`src/rtl/pc_sequencer.sv`:
```
// pc_sequencer: registered program counter for the fetch stage.
// Evaluates immediate and register branches against the {N, V, Z} flags,
// supports stall, a sticky halt, a one-cycle flush after a taken redirect
// and a saturating count of taken branches.
module pc_sequencer #(
    parameter int                ADDR_W   = 16,
    parameter int                IMM_W    = 9,
    parameter logic [ADDR_W-1:0] RESET_PC = '0,
    parameter int                CNT_W    = 16
) (
    input  logic              clk,
    input  logic              rst,
    input  logic              stall,
    input  logic              hlt,
    input  logic [3:0]        B,
    input  logic [2:0]        C,
    input  logic [2:0]        F,
    input  logic [IMM_W-1:0]  I,
    input  logic [ADDR_W-1:0] branch_reg_in,
    output logic [ADDR_W-1:0] pc,
    output logic [ADDR_W-1:0] pc_plus_2,
    output logic              flush,
    output logic              halted,
    output logic [CNT_W-1:0]  taken_count
);

    typedef enum logic {
        S_RUN  = 1'b0,
        S_HALT = 1'b1
    } state_t;

    localparam logic [3:0] OP_BR_IMM = 4'b1100;
    localparam logic [3:0] OP_BR_REG = 4'b1101;

    // Sign extension needs at least one bit beyond the immediate itself.
    localparam int EXT_W = (ADDR_W > IMM_W) ? ADDR_W : IMM_W + 1;

    state_t            state, state_next;
    logic [ADDR_W-1:0] pc_next;
    logic              flush_next;
    logic [CNT_W-1:0]  count_next;

    logic              flag_n, flag_v, flag_z;
    logic              cond_true;
    logic              is_branch;
    logic              taken;
    logic [EXT_W-1:0]  imm_sext;
    logic [ADDR_W-1:0] imm_trunc;
    logic [ADDR_W-1:0] target_imm;

    assign flag_n = F[2];
    assign flag_v = F[1];
    assign flag_z = F[0];

    assign pc_plus_2  = pc + ADDR_W'(2);
    assign imm_sext   = {{(EXT_W-IMM_W){I[IMM_W-1]}}, I};
    assign imm_trunc  = imm_sext[ADDR_W-1:0];
    // Immediate is in halfwords, so it is doubled before the add.
    assign target_imm = pc_plus_2 + (imm_trunc << 1);

    assign is_branch = (B == OP_BR_IMM) || (B == OP_BR_REG);
    assign taken     = is_branch && cond_true;

    // Condition-code decode against the current flags.
    always_comb begin
        // NOTE: every combinational output gets a default first, so no path
        // through the block leaves it unassigned and no latch is inferred.
        cond_true = 1'b0;
        case (C)
            3'b000:  cond_true = ~flag_z;
            3'b001:  cond_true = flag_z;
            3'b010:  cond_true = ~flag_z & ~flag_n;
            3'b011:  cond_true = flag_n;
            3'b100:  cond_true = flag_z | ~flag_n;
            3'b101:  cond_true = flag_z | flag_n;
            3'b110:  cond_true = flag_v;
            default: cond_true = 1'b1;
        endcase
    end

    // Next-state and next-value logic; reset is applied in the registers.
    always_comb begin
        state_next = state;
        pc_next    = pc;
        flush_next = 1'b0;
        count_next = taken_count;
        // Only an accepted instruction (running, not stalled) has any effect.
        if (state == S_RUN && !stall) begin
            if (hlt) begin
                // Halt wins over a branch in the same slot; PC holds.
                state_next = S_HALT;
            end else if (taken) begin
                flush_next = 1'b1;
                if (taken_count != '1) begin
                    count_next = taken_count + CNT_W'(1);
                end
                // Register target is used verbatim, bit 0 included.
                pc_next = (B == OP_BR_IMM) ? target_imm : branch_reg_in;
            end else begin
                pc_next = pc_plus_2;
            end
        end
    end

    // FSM state register.
    always_ff @(posedge clk) begin
        // NOTE: reset is synchronous, so it lives inside the clocked branch
        // rather than in the sensitivity list.
        if (rst) begin
            state <= S_RUN;
        end else begin
            state <= state_next;
        end
    end

    // Datapath registers: PC, flush pulse, halt flag and taken counter.
    always_ff @(posedge clk) begin
        // NOTE: sequential state uses non-blocking assignments so all
        // registers update together from pre-edge values.
        if (rst) begin
            pc          <= RESET_PC;
            flush       <= 1'b0;
            halted      <= 1'b0;
            taken_count <= '0;
        end else begin
            pc          <= pc_next;
            flush       <= flush_next;
            halted      <= (state_next == S_HALT);
            taken_count <= count_next;
        end
    end

endmodule

```
`config.mk`:
```
export PLATFORM = sky130hd
export DESIGN_NAME = pc_sequencer
export DESIGN_NICKNAME = d
export VERILOG_FILES = /design/src/rtl/pc_sequencer.sv
export SDC_FILE = /design/constraint.sdc
export NUM_CORES = 1
export LEC_CHECK = 0
export BUFFER_PORTS_ARGS = -buffer_cell sky130_fd_sc_hd__buf_4
export CAP_MARGIN = 0
export CORE_MARGIN = 2
export CORE_UTILIZATION = 54
export CTS_BUF_LIST = sky130_fd_sc_hd__clkbuf_8
export DETAILED_ROUTE_END_ITERATION = 8
export GPL_ROUTABILITY_DRIVEN = 1
export GPL_TIMING_DRIVEN = 0
export HOLD_SLACK_MARGIN = 0.05
export PLACE_DENSITY = 0.84
export RECOVER_POWER = 100
export SLEW_MARGIN = 10
export SYNTH_ARGS = -nofsm -noshare
export SYNTH_HDL_FRONTEND = slang
export SYNTH_SLANG_ARGS = --single-unit
```
`constraint.sdc`:
```
create_clock -name clk -period 3.9 [get_ports clk]
set_clock_uncertainty 0.05 [all_clocks]
set_input_delay 1.17 -clock clk [delete_from_list [all_inputs] [get_ports clk]]
set_output_delay 1.17 -clock clk [all_outputs]
set_load 0.03 [all_outputs]
```
After elaboration in Yosys (flattened, before gate mapping)
Index checks and enable logic that the tools add are counted.

Bits in registers: 34. Output and inout port bits: 50.

Equality and inequality tests: 9. $add $sub $neg: 3. Bitwise logic cells: 8. Mux-type cells: 4. Reduce and logical (&&, ||, !) cells: 9.

Operators with widths (count): two-way mux 16 bit (2); adder 16 x 1 -> 16 bit, second input constant (1); adder 16 bit (1); adder 16 x 2 -> 16 bit, second input constant (1); inequality test 16 bit, second input constant (1); == test 3 bit, second input constant (3); == test 4 bit, second input constant (2); one-hot mux 1 bit (7 select lines) (1); == test 3 x 2 -> 1 bit, second input constant (2); inverter 1 bit (5); AND reduction 2 bit (2); AND reduction 4 bit (1); == test 3 x 1 -> 1 bit, second input constant (1); zero test 3 bit (1); OR reduction 3 bit (1); logical AND 1 bit (2); bitwise OR 1 bit (2); bitwise AND 1 bit (1); zero test 1 bit (1); logical OR 1 bit (1); two-way mux 1 bit (1).

Longest topological paths before layout
Gate-level depths: netlist of run 1.

Depth in word-level cells: 5. Mapped depth: 14.

Least setup slack after synthesis of run 1
No wires, ideal clock.

Path kind: register to register. Start point: register pc[1]. End point: register pc[14]. Library setup time: 0.078 ns. Cell stages (with the launch flop): 14. Period minus slack after synthesis: 3.885 ns. Path buffers: 1. Data arrival time: 3.757 ns. Setup slack: 0.015 ns. Data required time: 3.772 ns. Cell sequence: dfxtp_1 ha_1 nand3_1 or3_1 clkbuf_1 nor2_1 xor2_1 ha_1 a21oi_1 inv_1 a2111oi_0 mux2i_1 nor2_1 nor3_1.

Cells in the longest elaborated chain, start to end: 4.

Ends and longest elaborated chain: start: declaration (line 20) `output logic [ADDR_W-1:0] pc,`; start signal: assignment (line 126) `pc <= pc_next;`; adder 16 x 2 -> 16 bit (line 55) `assign pc_plus_2 = pc + ADDR_W'(2);`; net pc_plus_2[11] (line 21) `output logic [ADDR_W-1:0] pc_plus_2,`; adder 16 bit (line 59) `assign target_imm = pc_plus_2 + (imm_trunc << 1);`; two-way mux 16 bit (line 98) `pc_next = (B == OP_BR_IMM) ? target_imm : branch_reg_in;`; two-way mux 16 bit (line 92) `end else if (taken) begin`.

The timed path passes the listed nets, and every way through them passes these cells. A chain may end at the register's enable or synchronous reset.

Worst setup path after layout of run 1
Start point: register pc[1]. End point: output pc_plus_2[15].

Cells in the longest elaborated chain, start to end: 1.

Ends and longest elaborated chain (line): adder 16 x 2 -> 16 bit (55); end: declaration (21).

No other way between the ends.

==> results_dict.tcl, run 1 <==
set metrics [dict create \
    clock-sinks 34 \
    cts_hold_buf 0 \
    synthArstFlopShare 0 \
    fin_crit_sh 0.946 \
    final_common_cell "clkbuf_1" \
    r2r_cells 13 \
    crit_slowest_cell "nor4_2" \
    grtUsageTotal 0.286 \
    dr.pass1.iters 5 \
    r2r_end "pc[14]$_SDFFE_PP0P_" \
    min_period_ns 3.69 \
    final_cell_mix "clkbuf_1, buf_4, nor2_1" \
    fp.dieH_um 76.9 \
    power_per_cell_area_mw_per_mm2 273 \
    crit_required_ns 2.68 \
    holdPathStages 2 \
    max-clock-path-buffers 2 \
    cp_common_cell "nand3_1" \
    grt_antenna_before_repair 0 \
    n_antenna_cell 0 \
    r2r_start "pc[1]$_SDFFE_PP0P_" \
    internal_power_mw 0.687 \
    ys_ff_latch 34 \
    drcViolationCount 0 \
    grt_pass1_wl_um 13900 \
    min_from "pc[0]$_SDFFE_PP0P_" \
    ys.flop_type "dfxtp_1" \
    cp.arrival_ns 2.47 \
    p_seq_frac 0.376 \
    synth_edf_count 0 \
    synth_xor_area_frac 0.0976 \
    muxShareOfSynthArea 0.0179 \
    synthTopCellsByArea "dfxtp_1, ha_1, a21oi_1" \
    io_pins 89 \
    setup_viol 0 \
    start_kind "flop" \
    dp.cells 530 \
    p_comb_frac 0.206 \
    cts_buffers 5 \
    routed_wl_um 8660 \
    critPathMaxStageDelay_ns 0.49 \
    postSynthCellCount 372 \
    start_util 0.562 \
    rows 26 \
    first_iter_violations 312 \
    hold_viol 0 \
    end_kind "primary output" \
    worstMarginPinSlew_ns 1.34 \
    grt-ovfl-total 0 \
    clkPwrFrac 0.418 \
    synth_top_cell_area_share 0.237 \
    cts-root-buf "clkbuf_8" \
    tns_ns 0 \
    reg2reg_slack_ns 0.25 \
    drive_gt1_frac 0.126 \
    status "complete, no violations" \
    yosys_warnings 0 \
    wl_per_cell_um 16.1 \
    power_switching_mw 0.276 \
    clkSlewWorstSetupHoldPaths_ns 0.08 \
    synthSimpleGateAreaFrac 0.284 \
    final_nets 526 \
    io_buffer_count 88 \
    synthDistinctLibCells 63 \
    ctsHtreeMaxLevel 2 \
    vias 3240 \
    power_mw 0.963 \
    die_x_um 76.9 \
    cts_tree "yes" \
    synth_compound_area_frac 0.230 \
    path_cells "ha_1 -> nand3_1 -> nor4_2 -> nand3_1 -> xnor2_1 -> clkbuf_2" \
    routabilityCongestion 0.890 \
    final_area_mm2 0.00353 \
    clk_latency_ns 0.30 \
    core_area_mm2 0.00511 \
    vias_per_cell 6.02 \
    yosys.area_share.adder 0.0897 \
    rsz0062_at_grt "no" \
    p_leak_nw 1.41 \
    whs_endpoint "pc[0]$_SDFFE_PP0P_" \
    finalMaxSlewViolations 0 \
    synth_nets 431 \
    synth_top_family_by_area "simple AND/OR/NAND/NOR gates" \
    synth.largest_area_cell "dfxtp_1" \
    ant_nets 0 \
    syn_area_mm2 0.00287 \
    worst_ir_drop_vdd_v 0.000193 \
    hp-class "reg -> reg" \
    stdcell_count 538 \
    grt_max_degree 14 \
    ys_seq_area_frac 0.237 \
    first_global_vias 2921 \
    cap_violations 0 \
    slew_headroom 0.0986 \
    synth.avg_cell_area_um2 7.72 \
    critical_path_class "reg -> out" \
    fmax_mhz 271 \
    placed_cell_area_mm2 0.00362 \
    swShare 0.287 \
    fp.dieArea_mm2 0.00592 \
    synthToLayoutAreaGrowth_pct 22.8 \
    path_max_fanout 6 \
    dp_hpwl_um 6580 \
]
[per-layer routing]
metal | GRT usage | routed length, µm | vias up
met5 | 0 | 0 | -
met4 | 0.0855 | 127 | 0
met3 | 0.0518 | 729 | 15
met2 | 0.477 | 4100 | 168
met1 | 0.377 | 3700 | 1488
li1 | - | - | 1569
[repair_timing]
item / CTS / global route
setup endpoints to repair: 0 / 2
hold endpoints to repair: 0 / 0
setup buffers: 0 / 0
gates resized for setup: 0 / 4
[power groups by stage]
stage | clock (mW) | combinational [mW] | sequential [mW]
after global routing | 0.416 | 0.217 | 0.363
final | 0.402 | 0.199 | 0.362
after floorplan | 0 | 0.115 | 0.380
after CTS | 0.402 | 0.209 | 0.362
after global placement | 0 | 0.202 | 0.370
after detailed placement | 0 | 0.208 | 0.370
[how the worst max path moves through the flow]
| stage | startpoint | to | slack [ns] | depth (start not counted) |
|---|---|---|---|---|
| 2_1_floorplan | pc[1]$_SDFFE_PP0P_ | pc[14]$_SDFFE_PP0P_ | 0.02 | 13 |
| 3_3_place_gp | pc[1]$_SDFFE_PP0P_ | pc[14]$_SDFFE_PP0P_ | 0.29 | 13 |
| 3_5_place_dp | pc[1]$_SDFFE_PP0P_ | pc[14]$_SDFFE_PP0P_ | 0.20 | 13 |
| 4_1_cts | pc[1]$_SDFFE_PP0P_ | pc[14]$_SDFFE_PP0P_ | 0.13 | 13 |
| 5_1_grt | pc[1]$_SDFFE_PP0P_ | pc[14]$_SDFFE_PP0P_ | 0.01 | 13 |
| 6_report | pc[1]$_SDFFE_PP0P_ | pc_plus_2[15] | 0.21 | 6 |
[sequential cells by signal (all words and copies together) (netlist names)]
register     flops
pc              16
taken_count     16
flush            1
halted           1
[cell families after synthesis]
logic type      Yosys count
flops                    34
buf+inv                  30
simple gates            153
compound gates           98
fa+ha+maj                20
mux                       5
xor+xnor                 32
[per-stage QoR]
| stage | setup WS (ns) | hold slack [ns] | utilization |
|---|---|---|---|
| after floorplan | 0.0154 | 0.564 | - |
| after global placement | 0.294 | 0.428 | 0.709 |
| after detailed placement | 0.199 | 0.433 | 0.709 |
| after CTS | 0.126 | 0.445 | 0.736 |
| after global routing | 0.0131 | 0.464 | 0.691 |
| final | 0.212 | 0.441 | 0.691 |
[final cells by class]
class | instances | area [µm²]
Timing Repair Buffer | 88 | 468
Inverter | 11 | 41.3
Tap cell | 70 | 87.6
Multi-Input combinational cell | 308 | 2040
Clock buffer | 5 | 68.8
Fill cell | 484 | 1580
Buffer | 19 | 77.6
Sequential cell | 34 | 681
Clock inverter | 3 | 68.8
[critical path, delay by kind of cell (launching register included)]
| family | cells | cell delay [ns] |
|---|---|---|
| DFF | 1 | 0.44 |
| xor gates and xnor gates | 1 | 0.29 |
| and+or+nand+nor | 3 | 0.91 |
| adders and majority gates | 1 | 0.28 |
| buffers and inverters | 1 | 0.26 |
[cell usage after synthesis, types with 3 or more instances]
| cell | instances |
|---|---|
| inv_1 | 11 |
| nand4_1 | 11 |
| o21ai_0 | 16 |
| or3_1 | 7 |
| ha_1 | 19 |
| a21o_1 | 9 |
| xnor2_1 | 16 |
| a31oi_1 | 6 |
| and3_1 | 4 |
| nor4b_1 | 3 |
| mux2i_1 | 4 |
| nor2_1 | 34 |
| nand2b_1 | 3 |
| a21oi_1 | 33 |
| nand2_1 | 32 |
| clkbuf_1 | 15 |
| dfxtp_1 | 34 |
| nor2b_1 | 7 |
| nor4_1 | 3 |
| o31ai_1 | 4 |
| o211ai_1 | 6 |
| nand3_1 | 19 |
| xor2_1 | 16 |
| nor3_1 | 9 |
| nand3b_1 | 4 |
Power figures use the tool's default switching activity.
==> run 2: changes to the inputs <==
--- a/config.mk
+++ b/config.mk
@@ -8,13 +8,12 @@
 export BUFFER_PORTS_ARGS = -buffer_cell sky130_fd_sc_hd__buf_4
 export CAP_MARGIN = 0
 export CORE_MARGIN = 2
-export CORE_UTILIZATION = 54
+export CORE_UTILIZATION = 50
 export CTS_BUF_LIST = sky130_fd_sc_hd__clkbuf_8
 export DETAILED_ROUTE_END_ITERATION = 8
-export GPL_ROUTABILITY_DRIVEN = 1
 export GPL_TIMING_DRIVEN = 0
 export HOLD_SLACK_MARGIN = 0.05
-export PLACE_DENSITY = 0.84
+export PLACE_DENSITY = 0.78
 export RECOVER_POWER = 100
 export SLEW_MARGIN = 10
 export SYNTH_ARGS = -nofsm -noshare
==> constraint.sdc (replaced) <==
create_clock -name clk -period 3.9 [get_ports clk]
set_clock_uncertainty 0.05 [all_clocks]
set_input_delay 1.17 -clock clk [delete_from_list [all_inputs] [get_ports clk]]
set_output_delay 1.17 -clock clk [all_outputs]
set_load 0.02 [all_outputs]
==> run 2 against run 1 <==
Net effect: register-to-register slack gained 0.11 ns; worst hold slack gained 0.016 ns; power shrank 10%; largest cell class unchanged; cell count grew 0.37%; final area shrank 0.85%; setup slack gained 0.10 ns; non-clock buffer count is the same; core utilization shrank 5.9 points.
==> results_dict.tcl, run 2 (synthesis results as in run 1) <==
set metrics [dict create \
    critical_path_class "reg -> out" \
    cap_violations 0 \
    placed_cell_area_mm2 0.00362 \
    fp.dieArea_mm2 0.00637 \
    route.met2.wl_um 3960 \
    wl_per_cell_um 15.7 \
    min_period_ns 3.59 \
    top_regs "pc: 16 flops, taken_count: 16 flops" \
    die_x_um 79.8 \
    p_seq_frac 0.420 \
    grt_antenna_before_repair 0 \
    cts_buffers 5 \
    final_area_mm2 0.00350 \
    fillCellCount 586 \
    synthToLayoutAreaGrowth_pct 21.8 \
    final_cell_mix "clkbuf_1, buf_4, nor2_1" \
    grtUsageTotal 0.266 \
    hold_viol 0 \
    start_util 0.519 \
    path_max_fanout 6 \
    final_common_cell "clkbuf_1" \
    dp_hpwl_um 6470 \
    clk_latency_ns 0.28 \
    tns_ns 0 \
    post_cts_buffers 0 \
    fin_crit_sh 0.920 \
    clock-sinks 34 \
    io_pins 89 \
    fp.dieH_um 79.8 \
    clkPwrFrac 0.361 \
    grt_max_degree 14 \
    cts-root-buf "clkbuf_8" \
    end_kind "primary output" \
    first_global_vias 2908 \
    cts_tree "yes" \
    worstMarginPinSlew_ns 1.36 \
    register_area_um2 681 \
    internal_power_mw 0.609 \
    power_per_cell_area_mw_per_mm2 246 \
    vias 3153 \
    dr.pass1.iters 5 \
    ant_nets 0 \
    finalMaxSlewViolations 0 \
    rsz0062_at_grt "no" \
    power_switching_mw 0.253 \
    p_comb_frac 0.219 \
    grt_pass1_wl_um 13500 \
    drt-met1-wl_um 3790 \
    drive_gt1_frac 0.122 \
    io_buffer_count 88 \
    holdPathStages 2 \
    ctsHtreeMaxLevel 2 \
    crit_required_ns 2.68 \
    grt-ovfl-total 0 \
    power_mw 0.862 \
    max-clock-path-buffers 2 \
    core_area_mm2 0.00554 \
    hp-class "reg -> reg" \
    clkSlewWorstSetupHoldPaths_ns 0.07 \
    worst_ir_drop_vdd_v 0.000219 \
    r2r_cells 13 \
    cts_hold_buf 0 \
    fmax_mhz 279 \
    final_core_util 0.631 \
    setup_viol 0 \
    wl_met3_um 622 \
    p_leak_nw 1.39 \
    start_kind "flop" \
    vias_per_cell 5.84 \
    top_layer_used "met4" \
    rows 27 \
    swShare 0.294 \
    n_antenna_cell 0 \
    routabilityCongestion 0.867 \
    final_nets 526 \
    first_iter_violations 266 \
    slew_headroom 0.0834 \
    cp.arrival_ns 2.37 \
    status "complete, no violations" \
    multiInputGateArea_mm2 0.00203 \
    drcViolationCount 0 \
    routed_wl_um 8500 \
]
==> run 2: path summary, 6_finish.rpt <==
path | to | startpoint | slack [ns]
worst max-delay path | pc_plus_2[15] | pc[1]$_SDFFE_PP0P_ | 0.31
worst min-delay path | taken_count[5]$_SDFFE_PP0P_ | taken_count[5]$_SDFFE_PP0P_ | 0.46
worst max register to register | pc[15]$_SDFFE_PP0P_ | pc[1]$_SDFFE_PP0P_ | 0.36
worst min register to register | taken_count[5]$_SDFFE_PP0P_ | taken_count[5]$_SDFFE_PP0P_ | 0.46
==> run 2: final cells by class <==
type / count / area share
Timing Repair Buffer: 88 / 0.134
Tap cell: 72 / 0.0258
Sequential cell: 34 / 0.195
Buffer: 19 / 0.0222
Multi-Input combinational cell: 308 / 0.580
Inverter: 11 / 0.0118
Clock buffer: 8 / 0.0315
==> run 2: power by group through the flow <==
stage	clock [mW]	sequential [mW]	combinational (mW)
6_report	0.311	0.362	0.189
2_1_floorplan	0	0.375	0.110
4_1_cts	0.311	0.362	0.200
5_1_grt	0.329	0.363	0.208
3_5_place_dp	0	0.370	0.199
3_3_place_gp	0	0.370	0.194
==> run 2: per-layer routing <==
| metal | vias up | track usage |
|---|---|---|
| met5 | - | 0 |
| met4 | 0 | 0.0746 |
| met3 | 11 | 0.0464 |
| met2 | 126 | 0.450 |
| met1 | 1453 | 0.348 |
| li1 | 1563 | - |
==> run 2: worst max-delay path: stages (launching register included) <==
cell	delay, ns
dfxtp_1	0.41
ha_1	0.26
nand3_1	0.21
nor4_2	0.47
nand3_1	0.19
xnor2_1	0.28
clkbuf_1	0.26
==> run 2: stage by stage <==
| step | worst slack (ns) | hold WS [ns] | std cells |
|---|---|---|---|
| 6_report | 0.314 | 0.457 | 540 |
| 5_1_grt | 0.0545 | 0.482 | 540 |
| 4_1_cts | 0.219 | 0.462 | 540 |
| 3_5_place_dp | 0.233 | 0.445 | 532 |
| 3_3_place_gp | 0.275 | 0.430 | 532 |
| 2_1_floorplan | 0.255 | 0.513 | 372 |
==> run 2: what timing repair did <==
action,in CTS,in global routing
hold endpoints to repair,0,0
endpoints found under the setup margin,0,2
resized for setup,0,4
==> run 3: changes to the inputs <==
--- a/config.mk
+++ b/config.mk
@@ -13,6 +13,7 @@
 export DETAILED_ROUTE_END_ITERATION = 8
 export GPL_TIMING_DRIVEN = 0
 export HOLD_SLACK_MARGIN = 0.05
+export MAX_ROUTING_LAYER = met4
 export PLACE_DENSITY = 0.78
 export RECOVER_POWER = 100
 export SLEW_MARGIN = 10
==> constraint.sdc (replaced) <==
create_clock -name clk -period 3.9 [get_ports clk]
set_clock_uncertainty 0.05 [all_clocks]
set_input_delay 0.78 -clock clk [delete_from_list [all_inputs] [get_ports clk]]
set_output_delay 0.78 -clock clk [all_outputs]
set_load 0.02 [all_outputs]
==> run 3 against run 2 <==
Net effect: register-to-register slack is essentially flat; die area is the same; final area shrank 0.32%; maximum frequency grew 1.7%; clock power is essentially flat; wire length grew 0.14%; power is essentially flat; highest routed layer unchanged.
==> results_dict.tcl, run 3 (synthesis results as in run 1) <==
set metrics [dict create \
    start_util 0.519 \
    routabilityCongestion 0.881 \
    first_iter_violations 229 \
    crit_path_start "pc[1]$_SDFFE_PP0P_" \
    cap_violations 0 \
    cts_resized 0 \
    power_per_cell_area_mw_per_mm2 247 \
    r2r_cells 13 \
    path_cells "ha_1 -> nand3_1 -> or3_1 -> clkbuf_1 -> nor2_1 -> xor2_2 -> ha_1 -> a21o_1 -> o221ai_1 -> o31ai_1 -> a311oi_2 -> mux2i_1 -> o32ai_1" \
    drive_gt1_frac 0.118 \
    end_kind "flop" \
    rows 27 \
    clkSlewWorstSetupHoldPaths_ns 0.07 \
    drcViolationCount 0 \
    p_leak_nw 1.39 \
    cts_tree "yes" \
    cp_common_cell "ha_1" \
    critPathMaxStageDelay_ns 0.41 \
    endpoint "pc[15]$_SDFFE_PP0P_" \
    grt_pass1_wl_um 13500 \
    crit_required_ns 4.00 \
    dr.pass1.iters 6 \
    status "complete, no violations" \
    max-clock-path-buffers 2 \
    grt_antenna_before_repair 0 \
    path_max_fanout 6 \
    register_area_um2 681 \
    critical_path_class "reg -> reg" \
    grt-ovfl-total 0 \
    first_global_vias 2910 \
    vias 3176 \
    tns_ns 0 \
    routed_wl_um 8510 \
    min_period_ns 3.53 \
    reg2reg_slack_ns 0.37 \
    ctsHtreeMaxLevel 2 \
    n_antenna_cell 0 \
    wl_per_cell_um 15.8 \
    cts-root-buf "clkbuf_8" \
    io_pins 89 \
    final_core_util 0.629 \
    rsz0062_at_grt "no" \
    fmax_mhz 284 \
    hp-class "reg -> reg" \
    grtUsageTotal 0.273 \
    worst_ir_drop_vdd_v 0.000216 \
    cp.arrival_ns 3.63 \
    r2r_start "pc[1]$_SDFFE_PP0P_" \
    clk_latency_ns 0.28 \
    finalMaxSlewViolations 0 \
    die_x_um 79.8 \
    core_area_mm2 0.00554 \
    cts_buffers 5 \
    slew_headroom 0.0259 \
    fp.dieH_um 79.8 \
    io_buffer_count 88 \
    fp.dieArea_mm2 0.00637 \
    setup_viol 0 \
    vias_per_cell 5.88 \
    ant_nets 0 \
    final_cell_mix "clkbuf_1, buf_4, nor2_1" \
    fillCellCount 588 \
    final_common_cell "clkbuf_1" \
    clock-sinks 34 \
    hold_viol 0 \
    worstMarginPinSlew_ns 1.44 \
    crit_slowest_cell "dfxtp_1" \
    cts_hold_buf 0 \
    multiInputGateArea_mm2 0.00202 \
    synthToLayoutAreaGrowth_pct 21.4 \
    top_regs "pc: 16 flops, taken_count: 16 flops" \
    start_kind "flop" \
    grt_max_degree 14 \
    final_nets 526 \
    post_cts_buffers 0 \
    dp_hpwl_um 6470 \
    fin_crit_sh 0.904 \
    r2r_end "pc[15]$_SDFFE_PP0P_" \
]
-- run 3: how the worst min path moves through the flow --
stage / start / end / depth (start not counted)
after floorplan: taken_count[5]$_SDFFE_PP0P_ / taken_count[5]$_SDFFE_PP0P_ / 2
after global placement: pc[0]$_SDFFE_PP0P_ / pc[0]$_SDFFE_PP0P_ / 2
after detailed placement: taken_count[5]$_SDFFE_PP0P_ / taken_count[5]$_SDFFE_PP0P_ / 2
after CTS: taken_count[5]$_SDFFE_PP0P_ / taken_count[5]$_SDFFE_PP0P_ / 2
after global routing: pc[0]$_SDFFE_PP0P_ / pc[0]$_SDFFE_PP0P_ / 2
final: pc[0]$_SDFFE_PP0P_ / pc[0]$_SDFFE_PP0P_ / 2
-- run 3: routing by layer --
metal  part of all wire  global-route usage
met5                  0                   -
met2               0.46               0.450
met4              0.018              0.0746
met3              0.073              0.0452
met1               0.45               0.348
-- run 3: final cells by class --
class | instances | share of cell area
plain buffers | 19 | 0.0222
clock buffers | 8 | 0.0316
inverters | 11 | 0.0118
multi-input cells | 308 | 0.580
flip-flops and latches | 34 | 0.195
well taps | 72 | 0.0258
repair buffers | 88 | 0.133
-- run 3: power breakdown --
group | total, mW | switching (mW) | internal (mW) | leakage, nW
Combinational | 0.189 | 0.111 | 0.0772 | 1.06
Sequential | 0.362 | 0.00951 | 0.353 | 0.275
Clock | 0.311 | 0.133 | 0.178 | 0.0575
Total | 0.863 | 0.254 | 0.609 | 1.39
-- run 3: worst max-delay path: cells and delay by family, from the launching register on --
| family | cells | cell delay (ns) |
|---|---|---|
| compound gates | 5 | 0.99 |
| fa+ha+maj | 2 | 0.58 |
| flops | 1 | 0.41 |
| xor+xnor | 1 | 0.24 |
| simple gates | 3 | 0.73 |
| buf+inv | 1 | 0.16 |
| mux | 1 | 0.24 |
-- run 3: stage by stage --
step                      cell area, µm²  cells  worst slack [ns]  hold WS [ns]  total power [mW]
after floorplan                     2870    372             0.255         0.513             0.486
after global placement              3620    532             0.275         0.430             0.564
after detailed placement            3620    532             0.233         0.445             0.569
after CTS                           3730    540             0.219         0.462             0.873
after global routing                3490    540            0.0262         0.482             0.900
final                               3490    540             0.373         0.458             0.863
